===== src/rtl/pipe_pkg.sv =====
// Shared definitions for the five-stage MIPS pipeline: control bundle layout,
// PCSrc encodings and the all-zero NOP control word.
package pipe_pkg;

    localparam int CTRL_W = 18;

    // Bit positions inside the packed control bundle; bit 17 is reserved.
    localparam int LUOP_BIT     = 0;
    localparam int EXTOP_BIT    = 1;
    localparam int ALUSRC2_BIT  = 2;
    localparam int ALUSRC1_BIT  = 3;
    localparam int MEMTOREG_LSB = 4;
    localparam int MEMTOREG_MSB = 5;
    localparam int EXANO_BIT    = 6;
    localparam int EXWRITE_BIT  = 7;
    localparam int MEMWRITE_BIT = 8;
    localparam int BYTEREAD_BIT = 9;
    localparam int MEMREAD_BIT  = 10;
    localparam int REGDST_LSB   = 11;
    localparam int REGDST_MSB   = 12;
    localparam int REGWRITE_BIT = 13;
    localparam int BRANCH_BIT   = 14;
    localparam int PCSRC_LSB    = 15;
    localparam int PCSRC_MSB    = 16;

    localparam logic [1:0] PCSRC_SEQ    = 2'b00;
    localparam logic [1:0] PCSRC_BRANCH = 2'b01;
    localparam logic [1:0] PCSRC_JUMP   = 2'b10;
    localparam logic [1:0] PCSRC_JR     = 2'b11;

    localparam logic [CTRL_W-1:0] NOP_CTRL = '0;

endpackage


===== src/rtl/hazard_detect.sv =====
// Combinational load-use compare between the load sitting in EX and the
// instruction being decoded in ID.
module hazard_detect (
    input  logic       exValid,
    input  logic       exMemRead,
    input  logic       exByteRead,
    input  logic [4:0] exRt,
    input  logic       idValid,
    input  logic [1:0] idPcSrc,
    input  logic       idAluSrc1,
    input  logic       idAluSrc2,
    input  logic       idMemWrite,
    input  logic       idBranch,
    input  logic       idExWrite,
    input  logic [4:0] idRs,
    input  logic [4:0] idRt,
    output logic       hazard
);
    import pipe_pkg::*;

    logic exLoad;
    logic useRs;
    logic useRt;

    // A load into $0 never produces a value, so it cannot cause a stall.
    assign exLoad = exValid & (exMemRead | exByteRead) & (exRt != 5'd0);
    assign useRs  = ~idAluSrc1 & (idPcSrc != PCSRC_JUMP);
    assign useRt  = ~idAluSrc2 | idMemWrite | idBranch | idExWrite;

    assign hazard = exLoad & idValid &
                    ((useRs & (idRs == exRt)) | (useRt & (idRt == exRt)));

endmodule


===== src/rtl/id_ex_stage.sv =====
// ID/EX pipeline register with load-use stall and bubble insertion.
// Define HAZARD_STAT_EN to build the saturating stall/flush counters.
module id_ex_stage #(
    parameter int CTRL_W = 18,
    parameter int CNT_W  = 16
) (
    input  logic              clk,
    input  logic              reset,
    input  logic              id_valid,
    input  logic [CTRL_W-1:0] id_ctrl,
    input  logic [31:0]       id_pc4,
    input  logic [31:0]       id_rs_data,
    input  logic [31:0]       id_rt_data,
    input  logic [31:0]       id_imm,
    input  logic [4:0]        id_rs,
    input  logic [4:0]        id_rt,
    input  logic [4:0]        id_rd,
    input  logic [4:0]        id_shamt,
    input  logic              flush_i,
    output logic              stall_o,
    output logic              ex_valid,
    output logic [CTRL_W-1:0] ex_ctrl,
    output logic [31:0]       ex_pc4,
    output logic [31:0]       ex_rs_data,
    output logic [31:0]       ex_rt_data,
    output logic [31:0]       ex_imm,
    output logic [4:0]        ex_rs,
    output logic [4:0]        ex_rt,
    output logic [4:0]        ex_rd,
    output logic [4:0]        ex_shamt,
    output logic [CNT_W-1:0]  stall_cnt,
    output logic [CNT_W-1:0]  flush_cnt
);
    import pipe_pkg::*;

    logic hazard;

    hazard_detect hazardUnit (
        .exValid   (ex_valid),
        .exMemRead (ex_ctrl[MEMREAD_BIT]),
        .exByteRead(ex_ctrl[BYTEREAD_BIT]),
        .exRt      (ex_rt),
        .idValid   (id_valid),
        .idPcSrc   (id_ctrl[PCSRC_MSB:PCSRC_LSB]),
        .idAluSrc1 (id_ctrl[ALUSRC1_BIT]),
        .idAluSrc2 (id_ctrl[ALUSRC2_BIT]),
        .idMemWrite(id_ctrl[MEMWRITE_BIT]),
        .idBranch  (id_ctrl[BRANCH_BIT]),
        .idExWrite (id_ctrl[EXWRITE_BIT]),
        .idRs      (id_rs),
        .idRt      (id_rt),
        .hazard    (hazard)
    );

    // A flush already redirects fetch, so the stall would be redundant.
    assign stall_o = hazard & ~flush_i;

    // ID -> EX boundary: control
    always_ff @(posedge clk) begin
        if (reset) begin
            ex_valid <= 1'b0;
            ex_ctrl  <= CTRL_W'(NOP_CTRL);
        end else if (flush_i || hazard) begin
            ex_valid <= 1'b0;
            ex_ctrl  <= CTRL_W'(NOP_CTRL);
        end else begin
            ex_valid <= id_valid;
            ex_ctrl  <= id_ctrl;
        end
    end

    // ID -> EX boundary: data and fields (don't-care under a bubble)
    always_ff @(posedge clk) begin
        if (reset) begin
            ex_pc4     <= '0;
            ex_rs_data <= '0;
            ex_rt_data <= '0;
            ex_imm     <= '0;
            ex_rs      <= '0;
            ex_rt      <= '0;
            ex_rd      <= '0;
            ex_shamt   <= '0;
        end else begin
            ex_pc4     <= id_pc4;
            ex_rs_data <= id_rs_data;
            ex_rt_data <= id_rt_data;
            ex_imm     <= id_imm;
            ex_rs      <= id_rs;
            ex_rt      <= id_rt;
            ex_rd      <= id_rd;
            ex_shamt   <= id_shamt;
        end
    end

`ifdef HAZARD_STAT_EN
    function automatic logic [CNT_W-1:0] satInc(input logic [CNT_W-1:0] value);
        return (value == '1) ? value : value + CNT_W'(1);
    endfunction

    always_ff @(posedge clk) begin
        if (reset) begin
            stall_cnt <= '0;
            flush_cnt <= '0;
        end else begin
            if (stall_o) begin
                stall_cnt <= satInc(stall_cnt);
            end
            if (flush_i && id_valid) begin
                flush_cnt <= satInc(flush_cnt);
            end
        end
    end
`else
    assign stall_cnt = '0;
    assign flush_cnt = '0;
`endif

endmodule


===== config.mk =====
export PLATFORM = sky130hd
export DESIGN_NAME = id_ex_stage
export DESIGN_NICKNAME = d
export VERILOG_FILES = /design/src/rtl/pipe_pkg.sv /design/src/rtl/hazard_detect.sv /design/src/rtl/id_ex_stage.sv
export SDC_FILE = /design/constraint.sdc
export NUM_CORES = 1
export LEC_CHECK = 0
export CAP_MARGIN = 20
export CORE_AREA = 2 2 144 146
export DETAILED_ROUTE_END_ITERATION = 10
export DIE_AREA = 0 0 146 148
export PLACE_DENSITY = 0.68
export SYNTH_ARGS = -nofsm -noshare
export SYNTH_HDL_FRONTEND = slang
export SYNTH_SLANG_ARGS = --single-unit

===== constraint.sdc =====
create_clock -name clk -period 3.5 [get_ports clk]
set_clock_uncertainty 0.1 [all_clocks]
set_input_delay 0.7 -clock clk [delete_from_list [all_inputs] [get_ports clk]]
set_output_delay 0.7 -clock clk [all_outputs]
set_load 0.05 [all_outputs]

==> Implementation_results.wiki, run 1 <==
{| class="wikitable"
! Metric !! Value
|-
| # Post-CTS Setup Buffers || 0
|-
| Layout cells sized above 1 || 5.26%
|-
| Wire length of the first global-routing pass || 21,900 um
|-
| Number of warnings printed during yosys synthesis || 0
|-
| Standard-cell rows || 52
|-
| Number of pins with negative max-slew slack in the final report || 0
|-
| EDFF count, synth || 0
|-
| Count of placed standard cells including taps || 1,018
|-
| Placer's final routability congestion estimate || 0.741
|-
| Net count reported at finish || 937
|-
| GRT overflow || 0
|-
| Setup CP Type || input port to primary output
|-
| Routed wire length per instance || 14.2 um
|-
| Vias post-DR || 3,864
|-
| Aggregate negative setup slack || 0 ps
|-
| Worst setup EP type || primary output
|-
| Setup repair after global routing missed its margin || false
|-
| Max Freq || 0.333 GHz
|-
| Number of clock sinks seen by CTS || approximately 170
|-
| Total leakage power || roughly 3.5 nW
|-
| TritonCTS Buffers || 17
|-
| H-Tree Depth || 4
|-
| Transition time of the tightest slew-check pin || 809 ps
|-
| Via count of the first global-routing pass || 3,753
|-
| Flip-flop and latch count after synthesis || 167
|-
| Buffer levels on the longest clock path || 2
|-
| Final-layout worst hold slack || 621 ps
|-
| Startpoint type of the worst setup path || input port
|-
| Worst vdd ir || 299 uV
|-
| Area leader, netlist || sky130_fd_sc_hd__dfxtp_1
|-
| Worst reg2reg path depth || 5
|-
| Placeable core region || 20,000 um^2
|-
| Final wirelength || 14,900 um
|-
| Floorplan die area || 21,600 um^2
|-
| Effective utilization at floorplan || 24.8%
|-
| Fillcell total || 1,923
|-
| Hold Path Depth || 4
|-
| Number of antenna violations at the first check in global routing || 0
|-
| Clock input transition at the sequential cells of the worst setup and hold paths || 70 ps
|-
| Synth cell count leaders || sky130_fd_sc_hd__dfxtp_1, sky130_fd_sc_hd__nor2b_1, sky130_fd_sc_hd__buf_4, sky130_fd_sc_hd__a21oi_1, sky130_fd_sc_hd__nand2_1
|-
| Number of nets still failing antenna checks after routing || 0
|-
| Post-layout total power || 4.83 mW
|-
| Boundary Pins || 370
|-
| Cell Area, Synth || 4980 um^2
|-
| Largest cells by area after synthesis || sky130_fd_sc_hd__dfxtp_1, sky130_fd_sc_hd__nor2b_1, sky130_fd_sc_hd__buf_4
|-
| Relative max-transition margin || between 40% and 50%
|-
| Total iterations of the first detailed-routing run || 4
|-
| Vertical die dimension || 148 um
|-
| Number of design rule violations left after detail routing || 0
|-
| Synth Flop Type || sky130_fd_sc_hd__dfxtp_1
|-
| IO Port Bufs || 337
|-
| Clock root cell || sky130_fd_sc_hd__clkbuf_16
|-
| Hold bufs inserted after CTS || 0
|-
| Fin cells || 1,050
|-
| Power per Cell Area || 531 nW/um^2
|-
| Most common cell in the synthesized netlist || sky130_fd_sc_hd__dfxtp_1
|-
| Synthesized area divided by synthesized cell count || 11.5 um^2
|-
| Cells after synthesis || 432
|-
| Share of synthesized area occupied by flip-flops and latches || between 60% and 70%
|-
| Post-Route Utilization || 45.4%
|-
| Time the final worst path needs with I/O delays and setup || 3000 ps
|-
| Signal arrival time at the worst endpoint || ~2200 ps
|-
| Width of the die || 146 um
|-
| Synth-to-layout area growth || 82.8%
|-
| Diode count || 0
|-
| Vias per inst || approximately 3.7
|-
| Initial DRC count || 78
|-
| Tot GR Track Use || 13.4%
|-
| Final setup violating endpoints || 0
|-
| Dpl hpwl || 11,500 um
|-
| Share of the synthesized area in the top cell type || 67.2%
|-
| Final cycle utilization of the critical path || 85.8%
|-
| CTS resizes || 0
|-
| Critical path required time || about 2700 ps
|-
| Largest fanout on the critical path || 2
|-
| Largest net degree at the start of global routing || 149
|-
| Final hold violation count || 0
|-
| Type of the most critical hold path || input port to register
|-
| Post-synthesis async set-or-reset flop share || 0%
|-
| Yosys cell types || 22
|-
| Number of max-capacitance violations reported || 0
|-
| Clk_lat worst skew || 410 ps
|-
| TritonCTS clock tree || yes
|-
| Status || complete, no violations
|}
## flip-flops by register name, summed over array words and instances (netlist names), 5 cells and up
signal	cells
ex_imm	32
ex_rt_data	32
ex_rs	5
ex_ctrl	18
ex_pc4	32
ex_shamt	5
ex_rt	5
ex_rd	5
ex_rs_data	32
## metrics by stage
| stage | area (um^2) | worst slack, ps |
|---|---|---|
| detailed placement | 8500 | 503 |
| finish | 9100 | 498 |
| global placement | 8500 | 497 |
| global route | 9100 | 468 |
| CTS | 9100 | 502 |
| floorplan | 5090 | 876 |
## routing by layer
layer,part of all wire [%],global-route usage (%)
met5,0,0
met4,0.97,3.45
met3,8.9,5.65
met2,51,24.1
met1,39,14.7
## path summary, 6_finish.rpt
kind / from / end / slack (ps)
worst max register to register: ex_rt[3] / ex_ctrl[13] / 1920
worst max-delay path: id_ctrl[2] / stall_o / 500
worst min register to register: ex_valid / ex_ctrl[10] / 770
worst min-delay path: reset / ex_ctrl[10] / 620
## cell type report
type	instances	area, um^2	area share [%]
inverters	2	7.51	0.0825
clock inverters	14	155	1.71
repair buffers	340	3420	37.5
well taps	270	338	3.71
clock buffers	18	439	4.83
flip-flops and latches	167	3340	36.7
multi-input cells	239	1400	15.4
## cells in the final DEF (no fill, tap or decap)
cell and n:
sky130_fd_sc_hd__a21oi_2 1, sky130_fd_sc_hd__nor2_1 1, sky130_fd_sc_hd__xor2_1 1, sky130_fd_sc_hd__inv_1 2
sky130_fd_sc_hd__o41ai_2 1, sky130_fd_sc_hd__clkinvlp_4 2, sky130_fd_sc_hd__dfxtp_1 167, sky130_fd_sc_hd__clkbuf_16 17
sky130_fd_sc_hd__conb_1 32, sky130_fd_sc_hd__a211o_1 1, sky130_fd_sc_hd__buf_4 3, sky130_fd_sc_hd__nor2_2 1
sky130_fd_sc_hd__buf_12 2, sky130_fd_sc_hd__nand4_1 2, sky130_fd_sc_hd__and3b_1 1, sky130_fd_sc_hd__o211ai_1 1
sky130_fd_sc_hd__nor2b_1 141, sky130_fd_sc_hd__a21oi_1 19, sky130_fd_sc_hd__xnor2_1 9, sky130_fd_sc_hd__o22ai_2 1
sky130_fd_sc_hd__nand2_1 19, sky130_fd_sc_hd__clkbuf_8 1, sky130_fd_sc_hd__clkdlybuf4s50_1 335, sky130_fd_sc_hd__inv_8 5
sky130_fd_sc_hd__inv_6 3, sky130_fd_sc_hd__and2b_1 7, sky130_fd_sc_hd__nor3_1 1, sky130_fd_sc_hd__clkinv_4 1
sky130_fd_sc_hd__clkinv_8 3
## power by group
part	switching, mW	leakage [nW]	internal (mW)
clock network	0.880	0.286	0.978
logic	0.561	1.87	0.380
registers	0.0290	1.39	2.00
## logic make-up (layout without fill, tap and decap cells)
logic type	after synthesis	count (layout)	share of synthesized area (%)
XOR/XNOR	10	10	1.76
AND/OR/NAND/NOR	173	173	20.9
flip-flops	167	167	67.2
other	1	32	0.0754
AO/OA/AOI/OAI	24	24	2.92
buffers and inverters	57	374	7.12
## critical path, stage by stage
cell and delay [ps]:
sky130_fd_sc_hd__clkdlybuf4s50_1 530, sky130_fd_sc_hd__inv_1 70, sky130_fd_sc_hd__o41ai_2 380, sky130_fd_sc_hd__o22ai_2 140, sky130_fd_sc_hd__and3b_1 220, sky130_fd_sc_hd__buf_12 150
Note: power is estimated with default switching activity, not from simulation.
==> inputs of run 2 (changes only) <==
- PLACE_DENSITY: 0.68 -> 0.65
==> Implementation_results.wiki, run 2 (synthesized netlist as in run 1, its figures left out) <==
{| class="wikitable"
! Metric !! Value
|-
| Status || complete, no violations
|-
| M2 GR Usage || 23.4% (-0.73 points)
|-
| Power per Cell Area || 529 nW/um^2 (-0.39%)
|-
| Wire length of the first global-routing pass || 21,700 um (-0.63%)
|-
| Met3 demand-to-capacity share in global routing || 5.59% (-0.062 points)
|-
| Tot GR Track Use || 13.4% (-0.077 points)
|-
| Worst reg2reg path endpoint || ex_ctrl[16]
|-
| Net count reported at finish || 937 (unchanged)
|-
| Boundary Pins || 370 (unchanged)
|-
| Vertical die dimension || 148 um (unchanged)
|-
| Standard-cell rows || 52 (unchanged)
|-
| Worst vdd ir || 296 uV (-0.95%)
|-
| Layout cells sized above 1 || 5.26% (unchanged)
|-
| Grt met1 use || 14.6% (-0.091 points)
|-
| TritonCTS clock tree || yes
|-
| Post-detailed-placement cell area || 8500 um^2 (unchanged)
|-
| Setup repair after global routing missed its margin || false
|-
| Number of max-capacitance violations reported || 0 (unchanged)
|-
| Top Usage Layer GRT || met2
|-
| TritonCTS Buffers || 17 (unchanged)
|-
| Dpl hpwl || 11,500 um (-0.46%)
|-
| Clk_lat worst skew || 420 ps (about the same)
|-
| Vias per inst || 3.70 (+0.49%)
|-
| Commonest cells after routing, fill and taps aside || sky130_fd_sc_hd__clkdlybuf4s50_1, sky130_fd_sc_hd__dfxtp_1, sky130_fd_sc_hd__nor2b_1
|-
| Start point of the critical path || id_rt[3]
|-
| Clock input transition at the sequential cells of the worst setup and hold paths || 70 ps (about the same)
|-
| Transition time of the tightest slew-check pin || 816 ps (+7.10 ps)
|-
| Hold bufs inserted after CTS || 0 (unchanged)
|-
| Post-layout total power || 4.81 mW (-0.36%)
|-
| Via count of the first global-routing pass || 3,720 (-0.88%)
|-
| Routed wire length per instance || 14.1 um (-0.43%)
|-
| # Post-CTS Setup Buffers || 0 (unchanged)
|-
| Relative max-transition margin || 45.5% (-0.47 points)
|-
| Aggregate negative setup slack || 0 ps (unchanged)
|-
| Diode count || 0 (unchanged)
|-
| Final hold violation count || 0 (unchanged)
|-
| Most frequent standard cell in the layout excluding fill and tap cells || sky130_fd_sc_hd__clkdlybuf4s50_1
|-
| Final wirelength || 14,800 um (-0.43%)
|-
| Largest fanout on the critical path || 2 (unchanged)
|-
| Final setup violating endpoints || 0 (unchanged)
|-
| Floorplan die area || 21,600 um^2 (unchanged)
|-
| GRT overflow || 0 (unchanged)
|-
| Number of pins with negative max-slew slack in the final report || 0 (unchanged)
|-
| Initial DRC count || 112 (+44%)
|-
| IO Port Bufs || 337 (unchanged)
|-
| CTS resizes || 0 (unchanged)
|-
| Final cycle utilization of the critical path || 84.4% (-1.4 points)
|-
| Worst setup EP type || primary output
|-
| Time the final worst path needs with I/O delays and setup || 2950 ps (-49.6 ps)
|-
| Final Instance Area || 9100 um^2 (about the same)
|-
| Startpoint type of the worst setup path || input port
|-
| Critical path required time || 2700 ps (about the same)
|-
| Fillcell total || 1,965 (+2.2%)
|-
| Number of antenna violations at the first check in global routing || 0 (unchanged)
|-
| Number of clock sinks seen by CTS || 167 (unchanged)
|-
| Number of design rule violations left after detail routing || 0 (unchanged)
|-
| Buffer levels on the longest clock path || 2 (unchanged)
|-
| Clock root cell || sky130_fd_sc_hd__clkbuf_16
|-
| H-Tree Depth || 4 (unchanged)
|-
| Width of the die || 146 um (unchanged)
|-
| Destination of the critical timing path || stall_o
|-
| Largest net degree at the start of global routing || 94 (-37%)
|-
| Internal reg-to-reg setup slack || 1890 ps (-30 ps)
|-
| Number of nets still failing antenna checks after routing || 0 (unchanged)
|-
| Total iterations of the first detailed-routing run || 4 (unchanged)
|-
| Effective utilization at floorplan || 24.8% (unchanged)
|-
| Signal arrival time at the worst endpoint || 2150 ps (-50 ps)
|-
| Synth-to-layout area growth || 82.9% (about the same)
|-
| Placeable core region || 20,000 um^2 (unchanged)
|-
| Setup CP Type || input port to primary output
|-
| Reg-to-reg critical path startpoint || ex_rt[3]
|-
| Total leakage power || 3.55 nW (about the same)
|-
| Placer's final routability congestion estimate || 0.761 (+2.8%)
|-
| Type of the most critical hold path || input port to register
|-
| Worst reg2reg path depth || 5 (unchanged)
|-
| Vias post-DR || 3,883 (+0.49%)
|-
| Max Freq || 0.339 GHz (+1.7%)
|}
run 2: cell types whose count changed in the layout (fill, tap and decap cells not counted):
| cell | delta |
|---|---|
| sky130_fd_sc_hd__inv_8 | -2 |
| sky130_fd_sc_hd__clkinv_4 | +1 |
| sky130_fd_sc_hd__clkinv_8 | +1 |
run 2: per-layer routing:
metal	up-vias	part of all wire [%]
li1	1933	-
met1	1713	38
met2	219	50
met3	18	9.6
met4	0	1.7
met5	-	0
run 2: through the flow:
step / cells / worst slack, ps / hold slack [ps] / util [%]
global placement: 1018 / 590 / 729 / 42.4
CTS: 1050 / 551 / 668 / 45.4
finish: 1050 / 547 / 664 / 45.4
detailed placement: 1018 / 574 / 734 / 42.4
floorplan: 463 / 876 / 716 / -
global route: 1050 / 488 / 682 / 45.4
run 2: worst min path at each step:
stage                     slack [ps]     endpoint   startpoint  cells past startpoint
after floorplan                  720   ex_ctrl[0]   id_ctrl[0]                      2
after global placement           730     ex_valid     ex_valid                      4
after detailed placement         730   ex_ctrl[2]     ex_valid                      4
after CTS                        670   ex_ctrl[0]   id_ctrl[0]                      3
after global routing             680  ex_ctrl[10]  id_ctrl[10]                      3
final                            660     ex_rt[3]        reset                      2
run 2: final cells by class:
cell class              instances  area [um^2]  area share [%]
clock buffers                  18          439            4.83
clock inverters                14          158            1.73
inverters                       2         7.51          0.0825
multi-input cells             239         1400            15.4
flip-flops and latches        167         3340            36.7
well taps                     270          338            3.71
repair buffers                340         3420            37.5
run 2: critical path, cell delays in order:
cell and delay, ps:
sky130_fd_sc_hd__clkdlybuf4s50_1 430, sky130_fd_sc_hd__xnor2_1 270, sky130_fd_sc_hd__o41ai_2 150, sky130_fd_sc_hd__o22ai_2 210, sky130_fd_sc_hd__and3b_1 240, sky130_fd_sc_hd__buf_12 150
run 2: report_power, final:
part | switching [mW] | leakage (nW) | internal [mW]
Clock | 0.869 | 0.285 | 0.975
Combinational | 0.558 | 1.87 | 0.380
Sequential | 0.0289 | 1.39 | 2.00
==> inputs of run 3 (changes only) <==
- PLACE_DENSITY: 0.65 -> 0.67
- clock period: 3.5 -> 2.4 ns (I/O delays scaled with it)
==> Implementation_results.wiki, run 3 (synthesized netlist as in run 1, its figures left out) <==
{| class="wikitable"
! Metric !! Value
|-
| Status || complete, no violations
|-
| Relative max-transition margin || 62.0% (+16 points)
|-
| Dpl hpwl || 11,800 um (+3.1%)
|-
| Final hold violation count || 0 (unchanged)
|-
| Max Freq || 0.431 GHz
|-
| Placer's final routability congestion estimate || 0.748 (-1.8%)
|-
| Final-layout worst hold slack || 232 ps (-432 ps)
|-
| Setup WS post-layout || 80.4 ps (-467 ps)
|-
| Effective utilization at floorplan || 24.8% (unchanged)
|-
| Startpoint type of the worst setup path || input port
|-
| Hold bufs inserted after CTS || 0 (unchanged)
|-
| Number of max-capacitance violations reported || 0 (unchanged)
|-
| Signal arrival time at the worst endpoint || 1740 ps (-410 ps)
|-
| Worst slack at placement || -124 ps (-697 ps)
|-
| H-Tree Depth || 4 (unchanged)
|-
| Via count of the first global-routing pass || 3,983 (+7.1%)
|-
| Number of design rule violations left after detail routing || 0 (unchanged)
|-
| Crit path cell chain || clkdlybuf4s50_1 > a211o_1 > o22ai_2 > and3b_2 > buf_12
|-
| Net count reported at finish || 943 (+0.64%)
|-
| Critical path's largest stage delay || 420 ps (about the same)
|-
| Vias post-DR || 3,953 (+1.8%)
|-
| Buffer levels on the longest clock path || 2 (unchanged)
|-
| Worst vdd ir || 432 uV (+46%)
|-
| Setup CP Type || input port to primary output
|-
| Tot GR Track Use || 13.9% (+0.57 points)
|-
| Number of clock sinks seen by CTS || 167 (unchanged)
|-
| Final cycle utilization of the critical path || 96.6%
|-
| Final Instance Area || 9140 um^2 (+0.48%)
|-
| Initial DRC count || 96 (-14%)
|-
| Post-Route Utilization || 45.6% (+0.22 points)
|-
| Placeable core region || 20,000 um^2 (unchanged)
|-
| Vias per inst || 3.74 (+1.1%)
|-
| Largest net degree at the start of global routing || 65 (-31%)
|-
| TritonCTS clock tree || yes
|-
| Wire length of the first global-routing pass || 22,600 um (+4.2%)
|-
| Fillcell total || 1,940 (-1.3%)
|-
| Number of antenna violations at the first check in global routing || 1 (+1)
|-
| Clk_lat worst skew || 420 ps (about the same)
|-
| Most frequent standard cell in the layout excluding fill and tap cells || sky130_fd_sc_hd__clkdlybuf4s50_1
|-
| IO Port Bufs || 337 (unchanged)
|-
| Worst setup EP type || primary output
|-
| GRT overflow || 0 (unchanged)
|-
| Clock input transition at the sequential cells of the worst setup and hold paths || 70 ps (about the same)
|-
| Vertical die dimension || 148 um (unchanged)
|-
| Floorplan die area || 21,600 um^2 (unchanged)
|-
| Number of pins with negative max-slew slack in the final report || 0 (unchanged)
|-
| Largest fanout on the critical path || 2 (unchanged)
|-
| Type of the most critical hold path || input port to register
|-
| Post-detailed-placement cell area || 8540 um^2 (+0.46%)
|-
| Critical path required time || 1820 ps (-880 ps)
|-
| Standard-cell rows || 52 (unchanged)
|-
| TritonCTS Buffers || 17 (unchanged)
|-
| Synth-to-layout area growth || 83.8%
|-
| Number of nets still failing antenna checks after routing || 0 (unchanged)
|-
| Commonest cells after routing, fill and taps aside || sky130_fd_sc_hd__clkdlybuf4s50_1, sky130_fd_sc_hd__dfxtp_1, sky130_fd_sc_hd__nor2b_1
|-
| Total iterations of the first detailed-routing run || 4 (unchanged)
|-
| Boundary Pins || 370 (unchanged)
|-
| Cell with the biggest individual delay on the critical path || sky130_fd_sc_hd__clkdlybuf4s50_1
|-
| Clock root cell || sky130_fd_sc_hd__clkbuf_16
|-
| Power per Cell Area || 772 nW/um^2 (+46%)
|-
| Total leakage power || 3.62 nW (+1.9%)
|-
| Setup repair after global routing missed its margin || false
|-
| Final setup violating endpoints || 0 (unchanged)
|-
| Width of the die || 146 um (unchanged)
|-
| Routed wire length per instance || 14.4 um (+2.1%)
|-
| Final wirelength || 15,200 um (+2.8%)
|-
| Layout cells sized above 1 || 6.49% (+1.2 points)
|-
| Transition time of the tightest slew-check pin || 568 ps (-248 ps)
|-
| Time the final worst path needs with I/O delays and setup || ~2300 ps
|}
-- run 3: cell type report --
type | count | area (um^2) | area share [%]
clock buffers | 18 | 429 | 4.69
repair buffers | 346 | 3460 | 37.8
diodes | 1 | 2.50 | 0.0274
clock inverters | 14 | 160 | 1.75
inverters | 2 | 7.51 | 0.0821
well taps | 270 | 338 | 3.69
multi-input cells | 239 | 1400 | 15.3
flip-flops and latches | 167 | 3350 | 36.6
-- run 3: power breakdown --
part	total, mW	switching (mW)	internal (mW)
registers	2.96	0.0424	2.92
logic	1.37	0.819	0.553
clock network	2.73	1.24	1.48
-- run 3: path summary, 6_finish.rpt --
path / depth (start not counted) / slack (ps) / from / to
max: 5 / 80 / id_ctrl[3] / stall_o
min: 2 / 230 / id_rt[2] / ex_rt[2]
max reg2reg: 7 / 700 / ex_rt[2] / ex_ctrl[8]
min reg2reg: 4 / 730 / ex_valid / ex_ctrl[13]
-- run 3: stage by stage --
step | total power, mW | TNS (ps) | std cells
3_5_place_dp | 4.41 | -124 | 1022
6_report | 7.06 | 0 | 1057
5_1_grt | 7.33 | 0 | 1056
4_1_cts | 7.16 | 0 | 1055
3_3_place_gp | 4.40 | -95.6 | 1022
2_1_floorplan | 3.84 | 0 | 463
-- run 3: layer usage --
| metal | track usage [%] | part of all wire (%) |
|---|---|---|
| met1 | 14.6 | 38 |
| met2 | 24.4 | 50 |
| met3 | 6.02 | 9.2 |
| met4 | 5.97 | 2.3 |
| met5 | 0 | 0 |
-- run 3: repair_timing --
action	in CTS	in global routing
setup endpoints to repair	1	1
endpoints found under the hold margin	0	0
gates resized for setup	16	6
pin swaps	7	3
buffers inserted	1	1
-- run 3: critical path: cells and delay by family --
kind	cells	cell delay [ps]
and+or+nand+nor	1	240
buffers and inverters	2	560
AOI/OAI and AO/OA	2	460
